==> src/rtl/spectrum_frame_parser_pkg.sv <==
// spectrum_pkg: shared defaults and one-hot FSM encoding for the spectrum frame parser
package spectrum_pkg;
  localparam int NUM_BINS_D = 32;
  localparam logic [7:0] SYNC0_D = 8'hA5;
  localparam logic [7:0] SYNC1_D = 8'h5A;
  localparam int TIMEOUT_D = 8760;
  typedef enum logic [3:0] {
    WAIT_SYNC0 = 4'b0001,
    WAIT_SYNC1 = 4'b0010,
    PAYLOAD    = 4'b0100,
    CHECK      = 4'b1000
  } state_t;
endpackage

==> src/rtl/spectrum_frame_parser_if.sv <==
// spectrum_frame_parser_if: byte stream in, renderer read port and frame status out
interface spectrum_frame_parser_if #(parameter int NUM_BINS = spectrum_pkg::NUM_BINS_D);
  logic byte_valid;
  logic [7:0] byte_data;
  logic [$clog2(NUM_BINS)-1:0] rd_addr;
  logic [7:0] rd_data;
  logic frame_valid;
  logic frame_error;
  modport master (output byte_valid, byte_data, rd_addr, input rd_data, frame_valid, frame_error);
  modport slave (input byte_valid, byte_data, rd_addr, output rd_data, frame_valid, frame_error);
endinterface

==> src/rtl/spectrum_frame_parser_ram.sv <==
// spectrum_bin_ram: two bin buffers in one simple dual-port RAM; address MSB selects the buffer
module spectrum_bin_ram #(parameter int NUM_BINS = 32, parameter int AW = $clog2(NUM_BINS) + 1) (
  input  logic          clk,
  input  logic          i_we,
  input  logic [AW-1:0] i_waddr,
  input  logic [7:0]    i_wdata,
  input  logic [AW-1:0] i_raddr,
  output logic [7:0]    o_rdata
);
  logic [7:0] r_mem [2*NUM_BINS];
  always_ff @(posedge clk) begin
    if (i_we) r_mem[i_waddr] <= i_wdata;
    o_rdata <= r_mem[i_raddr];
  end
endmodule

==> src/rtl/spectrum_frame_parser.sv <==
// spectrum_frame_parser: parses sync/payload/checksum frames into a double-buffered bin RAM
module spectrum_frame_parser import spectrum_pkg::*; #(
  parameter int NUM_BINS = NUM_BINS_D,
  parameter logic [7:0] SYNC0 = SYNC0_D,
  parameter logic [7:0] SYNC1 = SYNC1_D,
  parameter int TIMEOUT_CYCLES = TIMEOUT_D
) (
  input logic clk,
  input logic resetn,
  spectrum_frame_parser_if.slave io_bus
);
  localparam int IW = $clog2(NUM_BINS);
  localparam int TW = $clog2(TIMEOUT_CYCLES + 1);
  state_t r_st, w_nxt;
  logic [IW-1:0] r_idx;
  logic [7:0] r_sum, w_b, w_q;
  logic [TW-1:0] r_tmo;
  logic r_sel, r_first, r_show, r_fv, r_fe;
  logic w_bv, w_tmo, w_good, w_bad, w_we;
  assign w_bv = io_bus.byte_valid;
  assign w_b = io_bus.byte_data;
  always_comb begin
    w_nxt = r_st;
    w_good = 1'b0;
    w_tmo = r_st != WAIT_SYNC0 && !w_bv && r_tmo == TW'(TIMEOUT_CYCLES - 1);
    w_bad = w_tmo;
    w_we = w_bv && r_st == PAYLOAD;
    if (w_tmo) w_nxt = WAIT_SYNC0;
    else if (w_bv)
      case (r_st)
        WAIT_SYNC0: w_nxt = w_b == SYNC0 ? WAIT_SYNC1 : WAIT_SYNC0;
        WAIT_SYNC1: w_nxt = w_b == SYNC1 ? PAYLOAD : w_b == SYNC0 ? WAIT_SYNC1 : WAIT_SYNC0;
        PAYLOAD:    w_nxt = r_idx == IW'(NUM_BINS - 1) ? CHECK : PAYLOAD;
        CHECK: begin
          w_nxt = WAIT_SYNC0;
          w_good = w_b == r_sum;
          w_bad = w_b != r_sum;
        end
        default:    w_nxt = WAIT_SYNC0;
      endcase
  end
  always_ff @(posedge clk) begin
    if (!resetn) begin
      r_st <= WAIT_SYNC0;
      r_idx <= '0;
      r_sum <= '0;
      r_tmo <= '0;
      r_sel <= 1'b0;
      r_first <= 1'b0;
      r_show <= 1'b0;
      r_fv <= 1'b0;
      r_fe <= 1'b0;
    end else begin
      r_st <= w_nxt;
      r_tmo <= (w_bv || w_tmo || r_st == WAIT_SYNC0) ? '0 : r_tmo + TW'(1);
      r_idx <= w_we ? r_idx + IW'(1) : r_st == PAYLOAD ? r_idx : '0;
      r_sum <= w_we ? r_sum + w_b : (r_st == PAYLOAD || r_st == CHECK) ? r_sum : '0;
      r_sel <= r_sel ^ w_good;
      r_first <= r_first | w_good;
      r_show <= r_first;
      r_fv <= w_good;
      r_fe <= w_bad;
    end
  end
  // writes target the inactive half, reads the active half, so partial frames stay hidden
  spectrum_bin_ram #(.NUM_BINS(NUM_BINS)) u_ram (
    .clk     (clk),
    .i_we    (w_we),
    .i_waddr ({~r_sel, r_idx}),
    .i_wdata (w_b),
    .i_raddr ({r_sel, io_bus.rd_addr}),
    .o_rdata (w_q)
  );
  assign io_bus.rd_data = r_show ? w_q : '0;
  assign io_bus.frame_valid = r_fv;
  assign io_bus.frame_error = r_fe;
endmodule

==> src/flat_wrapper.sv <==
// flat-port wrapper written by rule: the top's interface ports become plain ports
module spectrum_frame_parser_flat import spectrum_pkg::*;
#(
  parameter int NUM_BINS = NUM_BINS_D,
  parameter logic [7:0] SYNC0 = SYNC0_D,
  parameter logic [7:0] SYNC1 = SYNC1_D,
  parameter int TIMEOUT_CYCLES = TIMEOUT_D
)
  (clk, resetn, io_bus_byte_valid, io_bus_byte_data, io_bus_rd_addr, io_bus_rd_data, io_bus_frame_valid, io_bus_frame_error);
  spectrum_frame_parser_if #(.NUM_BINS(NUM_BINS)) io_bus_i ();
  input logic clk;
  input logic resetn;
  input wire logic [$bits(io_bus_i.byte_valid)-1:0] io_bus_byte_valid;
  input wire logic [$bits(io_bus_i.byte_data)-1:0] io_bus_byte_data;
  input wire logic [$bits(io_bus_i.rd_addr)-1:0] io_bus_rd_addr;
  output wire logic [$bits(io_bus_i.rd_data)-1:0] io_bus_rd_data;
  output wire logic [$bits(io_bus_i.frame_valid)-1:0] io_bus_frame_valid;
  output wire logic [$bits(io_bus_i.frame_error)-1:0] io_bus_frame_error;
  assign io_bus_i.byte_valid = io_bus_byte_valid;
  assign io_bus_i.byte_data = io_bus_byte_data;
  assign io_bus_i.rd_addr = io_bus_rd_addr;
  assign io_bus_rd_data = io_bus_i.rd_data;
  assign io_bus_frame_valid = io_bus_i.frame_valid;
  assign io_bus_frame_error = io_bus_i.frame_error;
  spectrum_frame_parser #(.NUM_BINS(NUM_BINS), .SYNC0(SYNC0), .SYNC1(SYNC1), .TIMEOUT_CYCLES(TIMEOUT_CYCLES)) u_core (.clk(clk), .resetn(resetn), .io_bus(io_bus_i));
endmodule
==> config.mk <==
export PLATFORM = sky130hd
export DESIGN_NAME = spectrum_frame_parser_flat
export DESIGN_NICKNAME = d
export VERILOG_FILES = /design/src/rtl/spectrum_frame_parser_pkg.sv /design/src/rtl/spectrum_frame_parser_if.sv /design/src/rtl/spectrum_frame_parser_ram.sv /design/src/rtl/spectrum_frame_parser.sv /design/src/flat_wrapper.sv
export SDC_FILE = /design/constraint.sdc
export NUM_CORES = 1
export LEC_CHECK = 0
export ABC_AREA = 1
export CAP_MARGIN = 0
export CORE_ASPECT_RATIO = 1.2
export CORE_UTILIZATION = 50
export DETAILED_ROUTE_END_ITERATION = 6
export DONT_BUFFER_PORTS = 1
export PLACE_DENSITY = 0.72
export REMOVE_ABC_BUFFERS = 1
export SLEW_MARGIN = 25
export SYNTH_ARGS = -nofsm -noshare
export SYNTH_HDL_FRONTEND = slang
export SYNTH_SLANG_ARGS = --single-unit
==> constraint.sdc <==
create_clock -name clk -period 2.7 [get_ports clk]
set_input_delay 0.54 -clock clk [delete_from_list [all_inputs] [get_ports clk]]
set_output_delay 0.54 -clock clk [all_outputs]
set_load 0.005 [all_outputs]
# == Yosys cells after proc, flatten, opt, wreduce, memory -nomap -nowiden ==
# Memory sizes are Yosys's and may differ from the RTL's. A register that Yosys moved wholly into a read port is not among the register bits.
# Index checks and enable logic that the tools add are counted.
# totals
ff_bits,36
latch_bits,0
mem_bits_rw,512
romBits,0
input_bits,16
output_inout_bits,10
wordCells,56
mem_count,1
# classes
n_addsub,3
mul,0
n_div,0
n_lt_le_gt_ge,0
eq_ne,13
n_shift,0
muxes,17
n_bitwise,4
reduce_logical,9
# mem_list
memory,words,word_bits,read_ports,rd_clocked_by_memory_dff,write_ports,line,rtl
u_core.u_ram.r_mem,64,8,1,1,1,spectrum_frame_parser_ram.sv:10,logic [7:0] r_mem [2*NUM_BINS];
# ops
op,count
$mux 8,3
$add 14x1->14 const B,1
$eq 14x14->1 const B,1
$pmux 4 s3,1
$mux 5,2
$add 8x8->8,1
$eq 8x7->1 const B,1
$eq 8x8->1,1
$eq 8x8->1 const B,1
$mux 1,8
$mux 4,2
$ne 8x8->1,1
$add 5x1->5 const B,1
$eq 5x5->1 const B,1
$eq 4x1->1 const B,1
$eq 4x2->1 const B,1
$eq 4x3->1 const B,1
$eq 4x4->1 const B,1
$ne 2x1->1 const B,2
$ne 4x1->1 const B,1
$reduce_or 2->1,2
$logic_and 1x1->1,3
$logic_or 1x1->1,3
$mux 2,1
other kinds (4),5

# == Depth between registers and ports, before layout ==
# logic_depth
word_depth,6
ltp_mapped,12

# == By module ==
# Synthesis repeated with hierarchy kept, for this count alone.
# hier_totals
cells_unflattened,2123
area_unflattened_um2,23562.6
# modules_own_cells
mod,n_inst,cells_per_inst,area_per_inst_um2,seq_area_each_um2
spectrum_bin_ram,1,1805,21339.2,15534.9
spectrum_frame_parser,1,318,2223.4,720.7

# == Least setup slack after synthesis ==
# OpenSTA, ideal clock, no wires.
# synth_timing
path_kind,input -> register
startpoint,input io_bus_byte_valid
endpoint,memory u_core.u_ram.r_mem[26][0] (enable)
t_arrival_ns,1.656
required_time_ns,2.330
setup_slack_ns,0.674
cell_stages,7
path_buffers,1
path_cell_list,buf_2 > inv_2 > nor2_4 > inv_2 > nor2_8 > nand3_4 > nor2_1
# synth_via
elab_chain_len,3
# synth_lines
item,line,rtl
start: declaration,flat_wrapper.sv:13,input wire logic [$bits(io_bus_i.byte_valid)-1:0] io_bus_byte_valid;
$logic_and 1x1->1,spectrum_frame_parser.sv:27,w_we = w_bv && r_st == PAYLOAD;
$mux 1,spectrum_frame_parser_ram.sv:12,if (i_we) r_mem[i_waddr] <= i_wdata;
$mux 1 (not written as such),spectrum_frame_parser_ram.sv:12,
end: declaration,spectrum_frame_parser_ram.sv:10,
# Every way passes these cells.

# == Final worst setup path ==
# layout_timing
startpoint,register u_core.r_st[0]
endpoint,memory u_core.u_ram.r_mem[26][4] (enable)
# layout_via
elab_chain_len,4
# layout_lines
item,line,rtl
start: declaration,spectrum_frame_parser.sv:14,"state_t r_st, w_nxt;"
start signal: assignment,spectrum_frame_parser.sv:54,r_st <= w_nxt;
$eq 4x3->1,spectrum_frame_parser.sv:27,
$logic_and 1x1->1,spectrum_frame_parser.sv:27,
$mux 1,spectrum_frame_parser_ram.sv:12,
$mux 1 (not written as such),spectrum_frame_parser_ram.sv:12,
# Every way passes these cells.

==> impl_metrics.env <==
export IMPL_final_hold_viol_count=0
export IMPL_cap_viol_max_count=0
export IMPL_clock_power_share=0.414
export IMPL_timing_clock_skew_ns=0.02451
export IMPL_worstSetupStartpoint="u_core.r_st[0]$_SDFFE_PP1P_"
export IMPL_post_route_util=0.5553
export IMPL_synth_ff_latch_count=556
export IMPL_timing_setup_critical_path_class="reg2reg"
export IMPL_crit_path_max_incr_delay_ns=0.56
export IMPL_rr_worst_depth=7
export IMPL_synth_largest_type_area_fraction=0.6585
export IMPL_path_common_cell="nand3_4"
export IMPL_clock_root_buffer="clkbuf_16"
export IMPL_worst_hold_path_type="in2reg"
export IMPL_worst_setup_path_start_kind="register"
export IMPL_max_slew_worst_pin_slew_ns=0.6814
export IMPL_post_synth_cell_area_avg_um2=11.14
export IMPL_critPathCaptureType="register"
export IMPL_postLayoutCellArea_um2=25580
export IMPL_drive_gt1_frac=0.07506
export IMPL_cts_buffer_count=52
export IMPL_power_density_over_the_cells_nw_per_um2=670.3
export IMPL_worst_hold_startpoint="io_bus_byte_data[3]"
export IMPL_final_net_count=2132
export IMPL_worst_skew_pair_late_latency_ns=0.61
export IMPL_fmaxAchievable_mhz=416.6
export IMPL_dp_final_hpwl_um=31530
export IMPL_drt_pre_antenna_iters=5
export IMPL_r2r_start="u_core.r_st[0]$_SDFFE_PP1P_"
export IMPL_io_pin_count=26
export IMPL_ir_drop_mv=0.5848
export IMPL_drc=0
export IMPL_critical_path_n_buffers_inverters=1
export IMPL_crit_path_cell_count=7
export IMPL_power_switching_uw=3552
export IMPL_initial_cell_density_of_the_core=0.5070
export IMPL_postRouteAntennaNets=0
export IMPL_crit_slowest_cell="nor2_1"
export IMPL_cts_path_max_buffers=3
export IMPL_relSlewSlack=0.5440
export IMPL_yosysTopAreaCell="edfxtp_1"
export IMPL_power_leakage_uw=0.009239
export IMPL_vias=15370
export IMPL_seq_power_share=0.549
export IMPL_die_width_um=199.3
export IMPL_period_share=0.8890
export IMPL_drt_iter0_drc=1636
export IMPL_first_global_vias=15240
export IMPL_syn_cell_area_um2=23350
export IMPL_grt_first_pass_wirelength_um=85820
export IMPL_synthesis_instances=2096
export IMPL_setup_total_negative_slack_ns=0
export IMPL_antenna_violations_before_repair=0
export IMPL_routed_wirelength_um=55020
export IMPL_switching_share=0.2072
export IMPL_gp_congestion=0.8617
export IMPL_quantity_of_hold_fixing_buffers_added_after_cts=0
export IMPL_clk_pin_slew_worst_paths_ns=0.06
export IMPL_internal_power_uw=13590
export IMPL_hold_path_cell_count=0
export IMPL_yosys_warnings=0
export IMPL_diodes=0
export IMPL_rsz0062_at_grt="false"
export IMPL_tritoncts="done"
export IMPL_grt_overflow_total=0
export IMPL_synthTopCellsByArea="edfxtp_1 66%, nand2_1 12%, nand3_1 10%"
export IMPL_period_needed_ns=2.400
export IMPL_cts_resized=0
export IMPL_crit_family="simple AND/OR/NAND/NOR gates"
export IMPL_area_delta_synth_final_pct=9.539
export IMPL_numPortBuffers=0
export IMPL_grt_start_max_net_pins=258
export IMPL_cts_repair_timing_setup_buffer_count=0
export IMPL_placement_rows=86
export IMPL_grt_total_usage=0.2382
export IMPL_cp_data_required_time_ns=2.93
export IMPL_crit_arrival_ns=2.63
export IMPL_critical_path_peak_fanout=14
export IMPL_fp_coreArea_um2=46050
export IMPL_clkSinkCount=556
export IMPL_postPlaceCellArea_um2=23940
export IMPL_routed_len_inst_um=19.93
export IMPL_portion_of_total_power_attributed_to_combinational_logic=0.037
export IMPL_synthDistinctLibCells=41
export IMPL_synth_yosys_seq_area_share=0.6962
export IMPL_vias_per_cell=5.567
export IMPL_slew_viol_final=0
export IMPL_die_height_um=238.7
export IMPL_final_setup_viol_count=0
export IMPL_h_tree_depth=2
export IMPL_worstPathCellList="nor2_2 -> nand3_4 -> nor2_4 -> inv_2 -> nor2_8 -> nand3_4 -> nor2_1"
export IMPL_run_status="complete, no violations"
export IMPL_die_outline_area_um2=47570
worst paths after layout:
kind / end / slack, ns
setup / recovery: u_core.u_ram.r_mem[26][4]$_DFFE_PP_ / 0.30
hold / removal: u_core.u_ram.r_mem[43][3]$_DFFE_PP_ / 0.03
setup reg to reg: u_core.u_ram.r_mem[26][4]$_DFFE_PP_ / 0.30
hold reg to reg: u_core.r_tmo[0]$_SDFF_PP0_ / 0.45
cells in the final DEF, fill, tap and decap left out, types with 11 or more instances in the layout:
cell       count
a21oi_1       28
nand3_1      465
edfxtp_1     512
nor2_1        89
clkbuf_1      17
nand4_1       11
clkbuf_16     53
dfxtp_1       44
inv_1         45
buf_4         67
nand2_1      719
worst reg2reg max path: stages, from the launching register on:
cell	delay (ns)
dfxtp_1	0.34
nor2_2	0.19
nand3_4	0.15
nor2_4	0.31
inv_2	0.13
nor2_8	0.15
nand3_4	0.21
nor2_1	0.56
per-layer routing:
layer	share of wire	GRT usage	vias to the layer above	wire, um
li1	-	-	7290	-
met1	0.40	0.3100	7398	21840
met2	0.50	0.4006	576	27470
met3	0.069	0.03541	106	3778
met4	0.035	0.09324	0	1932
met5	0	0	-	0
flip-flops by register name (all words and copies together) (netlist names):
register,count
u_core.r_idx,5
u_core.r_sum,8
u_core.r_st,4
u_core.r_first,1
u_core.io_bus.frame_error,1
u_core.u_ram.r_mem,512
u_core.r_tmo,14
u_core.r_show,1
u_core.u_ram.o_rdata,8
u_core.io_bus.frame_valid,1
u_core.r_sel,1
power groups by stage:
stage | Combinational (uW) | Clock [uW] | Sequential (uW)
2_1_floorplan | 422 | 0 | 9590
3_3_place_gp | 618 | 0 | 9590
3_5_place_dp | 629 | 0 | 9590
4_1_cts | 633 | 7220 | 9410
5_1_grt | 706 | 7520 | 9400
6_report | 633 | 7110 | 9410
cell usage after synthesis:
cell      number
nor4_1         3
o21ai_0        6
nand2_1      719
or2_0          1
buf_4         30
o21a_1         1
buf_6         24
or2_1          1
o22ai_1        1
nor3_1         9
o21bai_1       1
fa_1           1
nor2_8         1
dfxtp_1       44
ha_1          10
nor3b_1        2
clkbuf_1      13
buf_2         37
inv_1         46
buf_1         12
nand3_1      465
o21ai_2        1
nand3_4        3
a21oi_1       28
nand2_2        2
nand4_1       11
nor3_2         1
xor2_1         3
inv_2          4
or2_2          2
o211ai_1       1
nor2_2         1
nor2_1        89
xnor2_1        2
buf_12         1
nand3b_1       2
nor2_4         3
buf_8          1
edfxtp_1     512
inv_6          1
a21boi_0       1
layout make-up:
cell class / count / area, um^2
multi-input cells: 1371 / 6087
clock buffers: 72 / 1418
inverters: 51 / 198.9
repair buffers: 73 / 623.1
flip-flops and latches: 556 / 16260
clock inverters: 22 / 222.7
well taps: 616 / 770.7
fillers: 3906 / 20480
per-stage QoR:
step                      setup WS (ns)  hold slack, ns  cells  power [uW]
after floorplan                 -0.3606          0.4036   1978       10020
after global placement           0.3947          0.4323   2667       10210
after detailed placement         0.2782          0.4374   2667       10220
after CTS                        0.2627        0.003446   2761       17260
after global routing             0.1157        0.003041   2761       17630
final                            0.2998         0.03144   2761       17140
cell families after synthesis:
group           after synthesis  share of synthesized area
simple gates               1315                     0.2434
flops                       556                     0.6962
buf+inv                     169                    0.04308
compound gates               40                   0.009218
fa+ha+maj                    11                   0.006216
xor+xnor                      5                   0.001876
Power figures use the tool's default switching activity.
